$ cat src/rtl/memblock_tbus_arb_if.sv
// Channel-side and trinity-bus-side signals of the memblock tbus arbiter.
// The slave modport is the arbiter's view; master is the surrounding environment.
interface memblock_tbus_arb_if #(
    parameter int unsigned NUM_CH  = 2,
    parameter int unsigned ADDR_W  = 64,
    parameter int unsigned DATA_W  = 64,
    parameter int unsigned ROB_LOG = 7,
    parameter int unsigned OPT_W   = 2
);
    logic [NUM_CH-1:0]         ch_req_valid;
    logic [NUM_CH-1:0]         ch_req_ready;
    logic [NUM_CH*ADDR_W-1:0]  ch_req_index;
    logic [NUM_CH*DATA_W-1:0]  ch_req_wdata;
    logic [NUM_CH*DATA_W-1:0]  ch_req_wmask;
    logic [NUM_CH*OPT_W-1:0]   ch_req_optype;
    logic [NUM_CH-1:0]         ch_req_robflag;
    logic [NUM_CH*ROB_LOG-1:0] ch_req_robidx;
    logic [NUM_CH-1:0]         ch_resp_valid;
    logic [DATA_W-1:0]         ch_resp_data;

    logic                      tbus_index_valid;
    logic                      tbus_index_ready;
    logic [ADDR_W-1:0]         tbus_index;
    logic [DATA_W-1:0]         tbus_write_data;
    logic [DATA_W-1:0]         tbus_write_mask;
    logic [OPT_W-1:0]          tbus_optype;
    logic [DATA_W-1:0]         tbus_read_data;
    logic                      tbus_op_done;

    logic                      flush_valid;
    logic                      flush_robflag;
    logic [ROB_LOG-1:0]        flush_robidx;

    modport slave (
        input  ch_req_valid, ch_req_index, ch_req_wdata, ch_req_wmask, ch_req_optype,
        input  ch_req_robflag, ch_req_robidx,
        output ch_req_ready, ch_resp_valid, ch_resp_data,
        output tbus_index_valid, tbus_index, tbus_write_data, tbus_write_mask, tbus_optype,
        input  tbus_index_ready, tbus_read_data, tbus_op_done,
        input  flush_valid, flush_robflag, flush_robidx
    );

    modport master (
        output ch_req_valid, ch_req_index, ch_req_wdata, ch_req_wmask, ch_req_optype,
        output ch_req_robflag, ch_req_robidx,
        input  ch_req_ready, ch_resp_valid, ch_resp_data,
        input  tbus_index_valid, tbus_index, tbus_write_data, tbus_write_mask, tbus_optype,
        output tbus_index_ready, tbus_read_data, tbus_op_done,
        output flush_valid, flush_robflag, flush_robidx
    );
endinterface

$ cat src/rtl/memblock_tbus_arb.sv
// Round-robin arbiter of NUM_CH load/store channels onto a single trinity-bus port,
// one transaction in flight, with ROB-age flush that drops the response of killed ops.
module memblock_tbus_arb #(
    parameter int unsigned NUM_CH  = 2,
    parameter int unsigned ADDR_W  = 64,
    parameter int unsigned DATA_W  = 64,
    parameter int unsigned ROB_LOG = 7,
    parameter int unsigned OPT_W   = 2
) (
    input logic              clock,
    input logic              reset,
    memblock_tbus_arb_if.slave bus
);
    localparam int unsigned PTR_W = (NUM_CH > 1) ? $clog2(NUM_CH) : 1;

    typedef enum logic [1:0] {StIdle, StIssue, StWait} state_t;

    state_t             state_q, state_d;
    logic [PTR_W-1:0]   rr_ptr_q, rr_ptr_d;
    logic [PTR_W-1:0]   owner_q, owner_d;
    logic               killed_q, killed_d;
    logic [ADDR_W-1:0]  index_q, index_d;
    logic [DATA_W-1:0]  wdata_q, wdata_d;
    logic [DATA_W-1:0]  wmask_q, wmask_d;
    logic [OPT_W-1:0]   optype_q, optype_d;
    logic               robflag_q, robflag_d;
    logic [ROB_LOG-1:0] robidx_q, robidx_d;
    logic [NUM_CH-1:0]  resp_valid_q, resp_valid_d;
    logic [DATA_W-1:0]  resp_data_q, resp_data_d;

    logic [NUM_CH-1:0]  younger;
    logic [NUM_CH-1:0]  eligible;
    logic               grant_found;
    logic [PTR_W-1:0]   grant_id;
    logic [31:0]        cand;
    logic               kill_now;
    logic [NUM_CH-1:0]  req_ready;
    logic               index_valid;

    always_comb begin
        for (int i = 0; i < NUM_CH; i++) begin
            younger[i] = (bus.flush_robflag ^ bus.ch_req_robflag[i]) ^
                         (bus.flush_robidx < bus.ch_req_robidx[i*ROB_LOG +: ROB_LOG]);
            eligible[i] = bus.ch_req_valid[i] & ~(bus.flush_valid & younger[i]);
        end
    end

    // Search starts at rr_ptr and wraps, so the most recent owner gets lowest priority.
    always_comb begin
        grant_found = 1'b0;
        grant_id    = '0;
        cand        = '0;
        for (int unsigned k = 0; k < NUM_CH; k++) begin
            cand = (32'(rr_ptr_q) + k) % NUM_CH;
            if (!grant_found && eligible[cand[PTR_W-1:0]]) begin
                grant_found = 1'b1;
                grant_id    = cand[PTR_W-1:0];
            end
        end
    end

    assign kill_now = bus.flush_valid &
                      ((bus.flush_robflag ^ robflag_q) ^ (bus.flush_robidx < robidx_q));

    always_comb begin
        state_d      = state_q;
        rr_ptr_d     = rr_ptr_q;
        owner_d      = owner_q;
        killed_d     = killed_q;
        index_d      = index_q;
        wdata_d      = wdata_q;
        wmask_d      = wmask_q;
        optype_d     = optype_q;
        robflag_d    = robflag_q;
        robidx_d     = robidx_q;
        resp_valid_d = '0;
        resp_data_d  = resp_data_q;
        req_ready    = '0;
        index_valid  = 1'b0;

        unique case (state_q)
            StIdle: begin
                if (grant_found) begin
                    req_ready[grant_id] = 1'b1;
                    owner_d   = grant_id;
                    index_d   = bus.ch_req_index[grant_id*ADDR_W +: ADDR_W];
                    wdata_d   = bus.ch_req_wdata[grant_id*DATA_W +: DATA_W];
                    wmask_d   = bus.ch_req_wmask[grant_id*DATA_W +: DATA_W];
                    optype_d  = bus.ch_req_optype[grant_id*OPT_W +: OPT_W];
                    robflag_d = bus.ch_req_robflag[grant_id];
                    robidx_d  = bus.ch_req_robidx[grant_id*ROB_LOG +: ROB_LOG];
                    rr_ptr_d  = (grant_id == PTR_W'(NUM_CH - 1)) ? '0 : grant_id + PTR_W'(1);
                    killed_d  = 1'b0;
                    state_d   = StIssue;
                end
            end
            StIssue: begin
                index_valid = 1'b1;
                if (kill_now) killed_d = 1'b1;
                if (bus.tbus_index_ready) begin
                    // Done together with the handshake completes the op immediately.
                    if (bus.tbus_op_done) begin
                        state_d = StIdle;
                        if (!killed_q && !kill_now) begin
                            resp_valid_d[owner_q] = 1'b1;
                            resp_data_d           = bus.tbus_read_data;
                        end
                    end else begin
                        state_d = StWait;
                    end
                end
            end
            StWait: begin
                if (kill_now) killed_d = 1'b1;
                if (bus.tbus_op_done) begin
                    state_d = StIdle;
                    if (!killed_q && !kill_now) begin
                        resp_valid_d[owner_q] = 1'b1;
                        resp_data_d           = bus.tbus_read_data;
                    end
                end
            end
            default: state_d = StIdle;
        endcase
    end

    always_ff @(posedge clock) begin
        if (reset) begin
            state_q      <= StIdle;
            rr_ptr_q     <= '0;
            owner_q      <= '0;
            killed_q     <= 1'b0;
            index_q      <= '0;
            wdata_q      <= '0;
            wmask_q      <= '0;
            optype_q     <= '0;
            robflag_q    <= 1'b0;
            robidx_q     <= '0;
            resp_valid_q <= '0;
            resp_data_q  <= '0;
        end else begin
            state_q      <= state_d;
            rr_ptr_q     <= rr_ptr_d;
            owner_q      <= owner_d;
            killed_q     <= killed_d;
            index_q      <= index_d;
            wdata_q      <= wdata_d;
            wmask_q      <= wmask_d;
            optype_q     <= optype_d;
            robflag_q    <= robflag_d;
            robidx_q     <= robidx_d;
            resp_valid_q <= resp_valid_d;
            resp_data_q  <= resp_data_d;
        end
    end

    // Handshake outputs are forced low while reset is held, even mid-transaction.
    assign bus.ch_req_ready     = reset ? '0 : req_ready;
    assign bus.tbus_index_valid = index_valid & ~reset;
    assign bus.tbus_index       = index_q;
    assign bus.tbus_write_data  = wdata_q;
    assign bus.tbus_write_mask  = wmask_q;
    assign bus.tbus_optype      = optype_q;
    assign bus.ch_resp_valid    = resp_valid_q;
    assign bus.ch_resp_data     = resp_data_q;
endmodule

$ cat src/flat_wrapper.sv
// flat-port wrapper written by rule: the top's interface ports become plain ports
module memblock_tbus_arb_flat 
#(
    parameter int unsigned NUM_CH  = 2,
    parameter int unsigned ADDR_W  = 64,
    parameter int unsigned DATA_W  = 64,
    parameter int unsigned ROB_LOG = 7,
    parameter int unsigned OPT_W   = 2
)
  (clock, reset, bus_ch_req_valid, bus_ch_req_index, bus_ch_req_wdata, bus_ch_req_wmask, bus_ch_req_optype, bus_ch_req_robflag, bus_ch_req_robidx, bus_ch_req_ready, bus_ch_resp_valid, bus_ch_resp_data, bus_tbus_index_valid, bus_tbus_index, bus_tbus_write_data, bus_tbus_write_mask, bus_tbus_optype, bus_tbus_index_ready, bus_tbus_read_data, bus_tbus_op_done, bus_flush_valid, bus_flush_robflag, bus_flush_robidx);
  memblock_tbus_arb_if #(.NUM_CH(NUM_CH), .ADDR_W(ADDR_W), .DATA_W(DATA_W), .ROB_LOG(ROB_LOG), .OPT_W(OPT_W)) bus_i ();
  input logic clock;
  input logic reset;
  input wire logic [$bits(bus_i.ch_req_valid)-1:0] bus_ch_req_valid;
  input wire logic [$bits(bus_i.ch_req_index)-1:0] bus_ch_req_index;
  input wire logic [$bits(bus_i.ch_req_wdata)-1:0] bus_ch_req_wdata;
  input wire logic [$bits(bus_i.ch_req_wmask)-1:0] bus_ch_req_wmask;
  input wire logic [$bits(bus_i.ch_req_optype)-1:0] bus_ch_req_optype;
  input wire logic [$bits(bus_i.ch_req_robflag)-1:0] bus_ch_req_robflag;
  input wire logic [$bits(bus_i.ch_req_robidx)-1:0] bus_ch_req_robidx;
  output wire logic [$bits(bus_i.ch_req_ready)-1:0] bus_ch_req_ready;
  output wire logic [$bits(bus_i.ch_resp_valid)-1:0] bus_ch_resp_valid;
  output wire logic [$bits(bus_i.ch_resp_data)-1:0] bus_ch_resp_data;
  output wire logic [$bits(bus_i.tbus_index_valid)-1:0] bus_tbus_index_valid;
  output wire logic [$bits(bus_i.tbus_index)-1:0] bus_tbus_index;
  output wire logic [$bits(bus_i.tbus_write_data)-1:0] bus_tbus_write_data;
  output wire logic [$bits(bus_i.tbus_write_mask)-1:0] bus_tbus_write_mask;
  output wire logic [$bits(bus_i.tbus_optype)-1:0] bus_tbus_optype;
  input wire logic [$bits(bus_i.tbus_index_ready)-1:0] bus_tbus_index_ready;
  input wire logic [$bits(bus_i.tbus_read_data)-1:0] bus_tbus_read_data;
  input wire logic [$bits(bus_i.tbus_op_done)-1:0] bus_tbus_op_done;
  input wire logic [$bits(bus_i.flush_valid)-1:0] bus_flush_valid;
  input wire logic [$bits(bus_i.flush_robflag)-1:0] bus_flush_robflag;
  input wire logic [$bits(bus_i.flush_robidx)-1:0] bus_flush_robidx;
  assign bus_i.ch_req_valid = bus_ch_req_valid;
  assign bus_i.ch_req_index = bus_ch_req_index;
  assign bus_i.ch_req_wdata = bus_ch_req_wdata;
  assign bus_i.ch_req_wmask = bus_ch_req_wmask;
  assign bus_i.ch_req_optype = bus_ch_req_optype;
  assign bus_i.ch_req_robflag = bus_ch_req_robflag;
  assign bus_i.ch_req_robidx = bus_ch_req_robidx;
  assign bus_ch_req_ready = bus_i.ch_req_ready;
  assign bus_ch_resp_valid = bus_i.ch_resp_valid;
  assign bus_ch_resp_data = bus_i.ch_resp_data;
  assign bus_tbus_index_valid = bus_i.tbus_index_valid;
  assign bus_tbus_index = bus_i.tbus_index;
  assign bus_tbus_write_data = bus_i.tbus_write_data;
  assign bus_tbus_write_mask = bus_i.tbus_write_mask;
  assign bus_tbus_optype = bus_i.tbus_optype;
  assign bus_i.tbus_index_ready = bus_tbus_index_ready;
  assign bus_i.tbus_read_data = bus_tbus_read_data;
  assign bus_i.tbus_op_done = bus_tbus_op_done;
  assign bus_i.flush_valid = bus_flush_valid;
  assign bus_i.flush_robflag = bus_flush_robflag;
  assign bus_i.flush_robidx = bus_flush_robidx;
  memblock_tbus_arb #(.NUM_CH(NUM_CH), .ADDR_W(ADDR_W), .DATA_W(DATA_W), .ROB_LOG(ROB_LOG), .OPT_W(OPT_W)) u_core (.clock(clock), .reset(reset), .bus(bus_i));
endmodule
$ cat config.mk
export PLATFORM = sky130hd
export DESIGN_NAME = memblock_tbus_arb_flat
export DESIGN_NICKNAME = d
export VERILOG_FILES = /design/src/rtl/memblock_tbus_arb_if.sv /design/src/rtl/memblock_tbus_arb.sv /design/src/flat_wrapper.sv
export SDC_FILE = /design/constraint.sdc
export NUM_CORES = 1
export LEC_CHECK = 0
export BUFFER_PORTS_ARGS = -buffer_cell sky130_fd_sc_hd__buf_2
export CELL_PAD_IN_SITES_DETAIL_PLACEMENT = 1
export CELL_PAD_IN_SITES_GLOBAL_PLACEMENT = 1
export CORE_AREA = 2 2 290 292
export DETAILED_ROUTE_END_ITERATION = 8
export DIE_AREA = 0 0 292 294
export GPL_ROUTABILITY_DRIVEN = 0
export GPL_TIMING_DRIVEN = 0
export PLACE_DENSITY = 0.55
export SYNTH_ARGS = -nofsm -noshare
export SYNTH_HDL_FRONTEND = slang
export SYNTH_SLANG_ARGS = --single-unit
$ cat constraint.sdc
create_clock -name clock -period 3.3 [get_ports clock]
set_input_delay 0 -clock clock [delete_from_list [all_inputs] [get_ports clock]]
set_output_delay 0 -clock clock [all_outputs]
set_load 0.05 [all_outputs]
======== Yosys cells after proc, flatten, opt, wreduce, memory -nomap -nowiden ========
Index checks and enable logic that the tools add are counted.
Widths: inputs -> output; s select.
word-level totals
  register bits ........................... 273
  bits of input ports ..................... 483
  output and inout port bits .............. 263
  logic and storage cells ................. 100
cells by class
  add/sub/neg operators ................... 2
  $mul .................................... 1
  order comparisons ....................... 9
  equal/unequal tests ..................... 6
  shift operators ......................... 5
  multiplexer cells ....................... 35
  bitwise logic cells ..................... 15
  reduce and logical (&&, ||, !) cells .... 15
operator list
  cell                 count
  $shiftx 128x8->64    3
  $mux 64              3
  $pmux 64 s2          1
  $lt 7x7->1           3
  $mux 2               10
  $mux 1               16
  $shiftx 14x5->7      1
  $lt 1x2->1 const B   4
  $and 1x1->1          6
  $pmux 2 s3           1
  $reduce_and 3->1     2
  $xor 1x1->1          6
  $logic_and 1x1->1    4
  $mul 1x3->4 const B  1
  $ne 2x1->1 const B   2
  $ne 2x2->1 const B   2
  $pmux 2 s2           1
  $reduce_and 2->1     2
  $reduce_bool 2->1    2
  $shiftx 4x3->2       1
  $logic_not 1->1      3
  $not 1->1            3
  $add 1x1->1 const B  2
  $demux 1 s1          2
  other kinds (6)      7

======== Depth between registers and ports, before layout ========
  depth after elaboration ................. 18
  mapped depth ............................ 11
  depth with buffers taken out ............ 8

======== Worst setup path after synthesis ========
OpenSTA, ideal clock, no wires.
  kind .................................... input port to flip-flop
  start point ............................. in bus_ch_req_robidx[4]
  end point ............................... reg u_core.rr_ptr_q
  library setup time ...................... 66 ps
  data arrival time ....................... 2930 ps
  slack ................................... 304 ps
  stages .................................. 11
  cells stage by stage .................... inv_1 ha_1 a211o_1 a21oi_1 o21ai_0 a211o_1 buf_2 buf_2 buf_2 a211oi_1 a31o_2
on the way
  longest elaborated chain between the ends .. 13
  elaborated cells between the ends (all ways) .. 18
ends and longest elaborated chain
  what                                        RTL line                  source
  start: declaration                          flat_wrapper.sv:20        input wire logic [$bits(bus_i.ch_req_robidx)-1:0] bus_ch_req_robidx;
  $lt 7x7->1 (*)                              memblock_tbus_arb.sv:43   (bus.flush_robidx < bus.ch_req_robidx[i*ROB_LOG +: ROB_LOG]);
  $xor 1x1->1 (*)                             memblock_tbus_arb.sv:42   younger[i] = (bus.flush_robflag ^ bus.ch_req_robflag[i]) ^
  $and 1x1->1 (*)                             memblock_tbus_arb.sv:44   eligible[i] = bus.ch_req_valid[i] & ~(bus.flush_valid & younger[i]);
  $not 1->1 (*)                               memblock_tbus_arb.sv:44
  $and 1x1->1 (*)                             memblock_tbus_arb.sv:44
  $mux 1 (implied by the code) (2 in series)  memblock_tbus_arb.sv:55   if (!grant_found && eligible[cand[PTR_W-1:0]]) begin
  $mux 1                                      memblock_tbus_arb.sv:55
  $logic_not 1->1                             memblock_tbus_arb.sv:55
  $logic_and 1x1->1                           memblock_tbus_arb.sv:55
  $mux 1                                      memblock_tbus_arb.sv:55
  $add 1x1->1                                 memblock_tbus_arb.sv:92   rr_ptr_d = (grant_id == PTR_W'(NUM_CH - 1)) ? '0 : grant_id + PTR_W'(1);
  $mux 1                                      memblock_tbus_arb.sv:92
  end signal: assignment                      memblock_tbus_arb.sv:143  rr_ptr_q <= rr_ptr_d;
  end: declaration                            memblock_tbus_arb.sv:19   logic [PTR_W-1:0] rr_ptr_q, rr_ptr_d;
Mark *: on every way between the ends. The rest lies on a longest branch, timed or not. The select of a mux whose other input is x is not followed.
A chain may end at the register's enable or synchronous reset.

======== Final worst setup path ========
  start point ............................. reg u_core.state_q[0]
  end point ............................... reg u_core.index_q[0], in the netlist u_core.bus.tbus_index[0]
on the way
  longest elaborated chain between the ends .. 2
ends and longest elaborated chain
  what                        RTL line                  source
  start: declaration          memblock_tbus_arb.sv:18   state_t state_q, state_d;
  start signal: assignment    memblock_tbus_arb.sv:129  state_q <= StIdle;
  start signal: assignment    memblock_tbus_arb.sv:142  state_q <= state_d;
  $logic_not 2->1             memblock_tbus_arb.sv:81   unique case (state_q)
  $reduce_and 2->1 (no line)  -
  end signal: assignment      memblock_tbus_arb.sv:146  index_q <= index_d;
  end: declaration            memblock_tbus_arb.sv:22   logic [ADDR_W-1:0] index_q, index_d;
No other way between the ends.

==> flow_summary.json <==
{
  "status": "finished clean",
  "fp.dieW_um": 292,
  "hold_class": "input pin to flip-flop",
  "wl_per_cell_um": 22.6,
  "endpoint": "u_core.bus.tbus_index[0]$_SDFFE_PP0P_",
  "syn_avg_cell_area_um2": 8.75,
  "drtIter0Drc": 666,
  "grt_first_pass_wirelength_um": 129000,
  "report.final.slew_viol_count": 0,
  "synth_top_area_share_pct": 39.9,
  "ff2ff_setup_slack_ns": 0.17,
  "grt_pass1_vias": 20100,
  "crit_path_max_fanout": 10,
  "nNetsFinal": 3324,
  "fmax_mhz": 319,
  "floorplan.initialDensity_pct": 16.5,
  "yosysTopAreaCell": "dfxtp_1",
  "setup_viol": 0,
  "endpoint_kind": "flip-flop",
  "clk-insertion-delay-late_ns": 0.57,
  "rsz0062_at_grt": "false",
  "yosys_most_used_dff": "dfxtp_1",
  "cpPeakStageDelay_ns": 0.60,
  "synthesis.nets": 2071,
  "synth_area_leaders": "dfxtp_1 40%, a221o_1 15%, a211oi_1 11%",
  "crit_path_start_kind": "flip-flop",
  "ir_drop_v": 0.000315,
  "final_layout_size_suffix_gt1_share_pct": 30.4,
  "worstRegToRegCells": 9,
  "synth_edf_count": 0,
  "numCtsBuffers": 38,
  "hold_viol": 0,
  "max_slew_margin_pct": 27.2,
  "crit_type": "flip-flop to flip-flop",
  "drt_wl_total_um": 88800,
  "cp.required_ns": 3.80,
  "ios": 746,
  "dp_slack_ns": -0.590,
  "clock_sinks": 273,
  "port_buffers": 744,
  "synth_area_um2": 13700,
  "avgViaCountPerCell": 4.55,
  "grt.total_usage_pct": 19.8,
  "drtAntennaViolNets": 0,
  "finClkSkew_ns": 0.0385,
  "final_cells": 3935,
  "htree_levels": 2,
  "n_fill_cell": 9908,
  "worst_pin_slew_ns": 1.09,
  "setup_ws_ns": 0.169,
  "cp_cell_sequence": "inv_1, ha_1, nor2b_1, clkbuf_2, clkbuf_4, clkbuf_1, nand2_1, a211oi_1, a221o_1",
  "grt_max_degree": 12,
  "worst_r2r_endpoint": "u_core.bus.tbus_index[0]$_SDFFE_PP0P_",
  "path_clk_slew_ns": 0.07,
  "synth_warnings": 0,
  "dp_hpwl_um": 66700,
  "period_share_pct": 94.9,
  "reg2reg_from": "u_core.state_q[0]$_SDFFE_PP0P_",
  "yosysUniqueCellTypes": 38,
  "synth-async-reset-ratio_pct": 0,
  "multi_input_comb_area_um2": 7430,
  "startpoint": "u_core.state_q[0]$_SDFFE_PP0P_",
  "overflow": 0,
  "synthCells": 1566,
  "finalCriticalPeriod_ns": 3.13,
  "final-seq-area_um2": 5470,
  "drc": 0,
  "p_leak_nw": 10.9,
  "dp.cells": 3391,
  "core-area_um2": 82900,
  "worstPathArrival_ns": 3.63,
  "dr.pass1.iters": 4,
  "vias": 17893,
  "area_growth_pct": 80.7,
  "cts_tree": "yes",
  "power_density_nw_per_um2": 533,
  "dieHeight_um": 294,
  "seq_area_frac_synth_pct": 39.9,
  "tns_ns": 0,
  "root_buffer": "clkbuf_16",
  "cp_slowest_cell": "a211oi_1",
  "antenna_found_initial": 26,
  "maxCapViolations": 0,
  "clock_path_buffers": 3,
  "num_rows": 106,
  "die_area_um2": 85800,
  "synth-seq-cells": 273
}
-- cell type report --
class / instances / share of cell area [%]
Sequential cell: 273 / 22.1
Buffer: 178 / 2.97
Antenna cell: 8 / 0.0809
Multi-Input combinational cell: 1091 / 30.0
Clock buffer: 62 / 4.66
Clock inverter: 6 / 0.329
Inverter: 24 / 0.364
Tap cell: 1080 / 5.46
Timing Repair Buffer: 1213 / 34.0
-- per-layer routing --
layer	vias up	part of all wire, %	global-route usage, %
met2	691	50	35.9
met1	8687	39	21.8
met3	208	6.1	4.98
met4	28	4.3	8.44
li1	8279	-	-
met5	-	0.20	0
-- how the worst min path moves through the flow --
stage / from / to / slack (ns) / cells past startpoint
after global routing: bus_ch_req_robidx[1] / u_core.robidx_q[1]$_SDFFE_PP0P_ / 0.03 / 4
final: bus_ch_req_robidx[1] / u_core.robidx_q[1]$_SDFFE_PP0P_ / 0.07 / 4
after global placement: bus_ch_req_wdata[100] / u_core.bus.tbus_write_data[36]$_SDFFE_PP0P_ / 0.23 / 2
after detailed placement: bus_ch_req_wdata[68] / u_core.bus.tbus_write_data[4]$_SDFFE_PP0P_ / 0.23 / 2
after floorplan: bus_ch_req_optype[3] / u_core.bus.tbus_optype[1]$_SDFFE_PP0P_ / 0.14 / 1
after CTS: bus_ch_req_wmask[28] / u_core.bus.tbus_write_mask[28]$_SDFFE_PP0P_ / 0.002 / 4
-- placed cells by master (no fill, tap or decap), types with 3 or more instances in the layout --
master / synthesis / final
a31o_2: 3 / 3
nand2_1: 335 / 334
a2111oi_0: 6 / 6
inv_1: 23 / 23
ha_1: 22 / 22
clkbuf_8: 0 / 9
o21ai_0: 7 / 7
nor2b_1: 199 / 199
nand2b_1: 4 / 4
dlygate4sd3_1: 0 / 466
clkbuf_16: 0 / 39
a21oi_1: 6 / 6
clkbuf_1: 130 / 139
dfxtp_1: 273 / 273
diode_2: 0 / 8
buf_2: 47 / 791
clkbuf_2: 0 / 4
a211o_1: 3 / 3
a211oi_1: 201 / 201
mux2i_1: 66 / 65
a221o_1: 202 / 202
nor2_1: 12 / 12
-- what timing repair did --
item,CTS,global route
buffers inserted,2,0
pin swaps,1,0
hold buffers,466,0
setup endpoints to repair,122,75
gates resized for setup,4,7
hold endpoints to repair,270,0
-- worst max-delay path, delay by kind of cell (launching register included) --
family / cells / cell delay [ns]
buffers and inverters: 4 / 1.25
AND/OR/NAND/NOR: 2 / 0.28
adder cells (fa/ha/maj): 1 / 0.36
AO/OA/AOI/OAI: 2 / 0.80
flip-flops: 1 / 0.35
-- registers in the layout, indices dropped and copies added (netlist names) --
| register | cells |
|---|---|
| u_core.bus.tbus_write_data | 64 |
| u_core.bus.ch_resp_valid | 2 |
| u_core.robflag_q | 1 |
| u_core.bus.ch_resp_data | 64 |
| u_core.state_q | 2 |
| u_core.bus.tbus_optype | 2 |
| u_core.owner_q | 1 |
| u_core.bus.tbus_write_mask | 64 |
| u_core.robidx_q | 7 |
| u_core.killed_q | 1 |
| u_core.rr_ptr_q | 1 |
| u_core.bus.tbus_index | 64 |
-- cells by family after synthesis --
family                   count (synthesis)  synth area share (%)
flip-flops                             273                  39.9
XOR/XNOR                                 3                 0.192
AND/OR/NAND/NOR                        561                  19.3
AO/OA/AOI/OAI                          438                  27.7
multiplexers                            67                  4.91
adder cells (fa/ha/maj)                 22                  2.01
buffers and inverters                  202                  5.97
-- metrics by stage --
stage / util (%) / power, mW / cell area, um2 / hold slack (ns)
floorplan: - / 6.87 / 13700 / 0.139
global placement: 22.6 / 8.41 / 18800 / 0.225
detailed placement: 22.7 / 8.48 / 18800 / 0.228
CTS: 29.8 / 13.3 / 24700 / 0.00243
global route: 29.8 / 13.8 / 24700 / 0.0323
finish: 29.8 / 13.2 / 24700 / 0.0695
-- Yosys cell counts (all sizes together), types with 2 or more instances --
| library cell | number |
|---|---|
| nand2b | 4 |
| nor4 | 2 |
| a211oi | 202 |
| nand2 | 335 |
| dfxtp | 273 |
| mux2i | 66 |
| a32o | 2 |
| xnor2 | 2 |
| nor2b | 199 |
| a211o | 3 |
| clkbuf | 130 |
| buf | 48 |
| nand3 | 2 |
| o21ai | 8 |
| nor2 | 12 |
| a31o | 3 |
| a2111oi | 6 |
| o21a | 2 |
| a21oi | 6 |
| or2 | 2 |
| inv | 24 |
| a221o | 202 |
| ha | 22 |
-- report_power, final --
part / leakage (nW) / switching (mW) / internal [mW]
logic: 8.09 / 3.36 / 1.64
registers: 2.24 / 0.239 / 3.73
clock network: 0.602 / 1.75 / 2.47
total: 10.9 / 5.34 / 7.84
(Power assumes the default switching activity.)
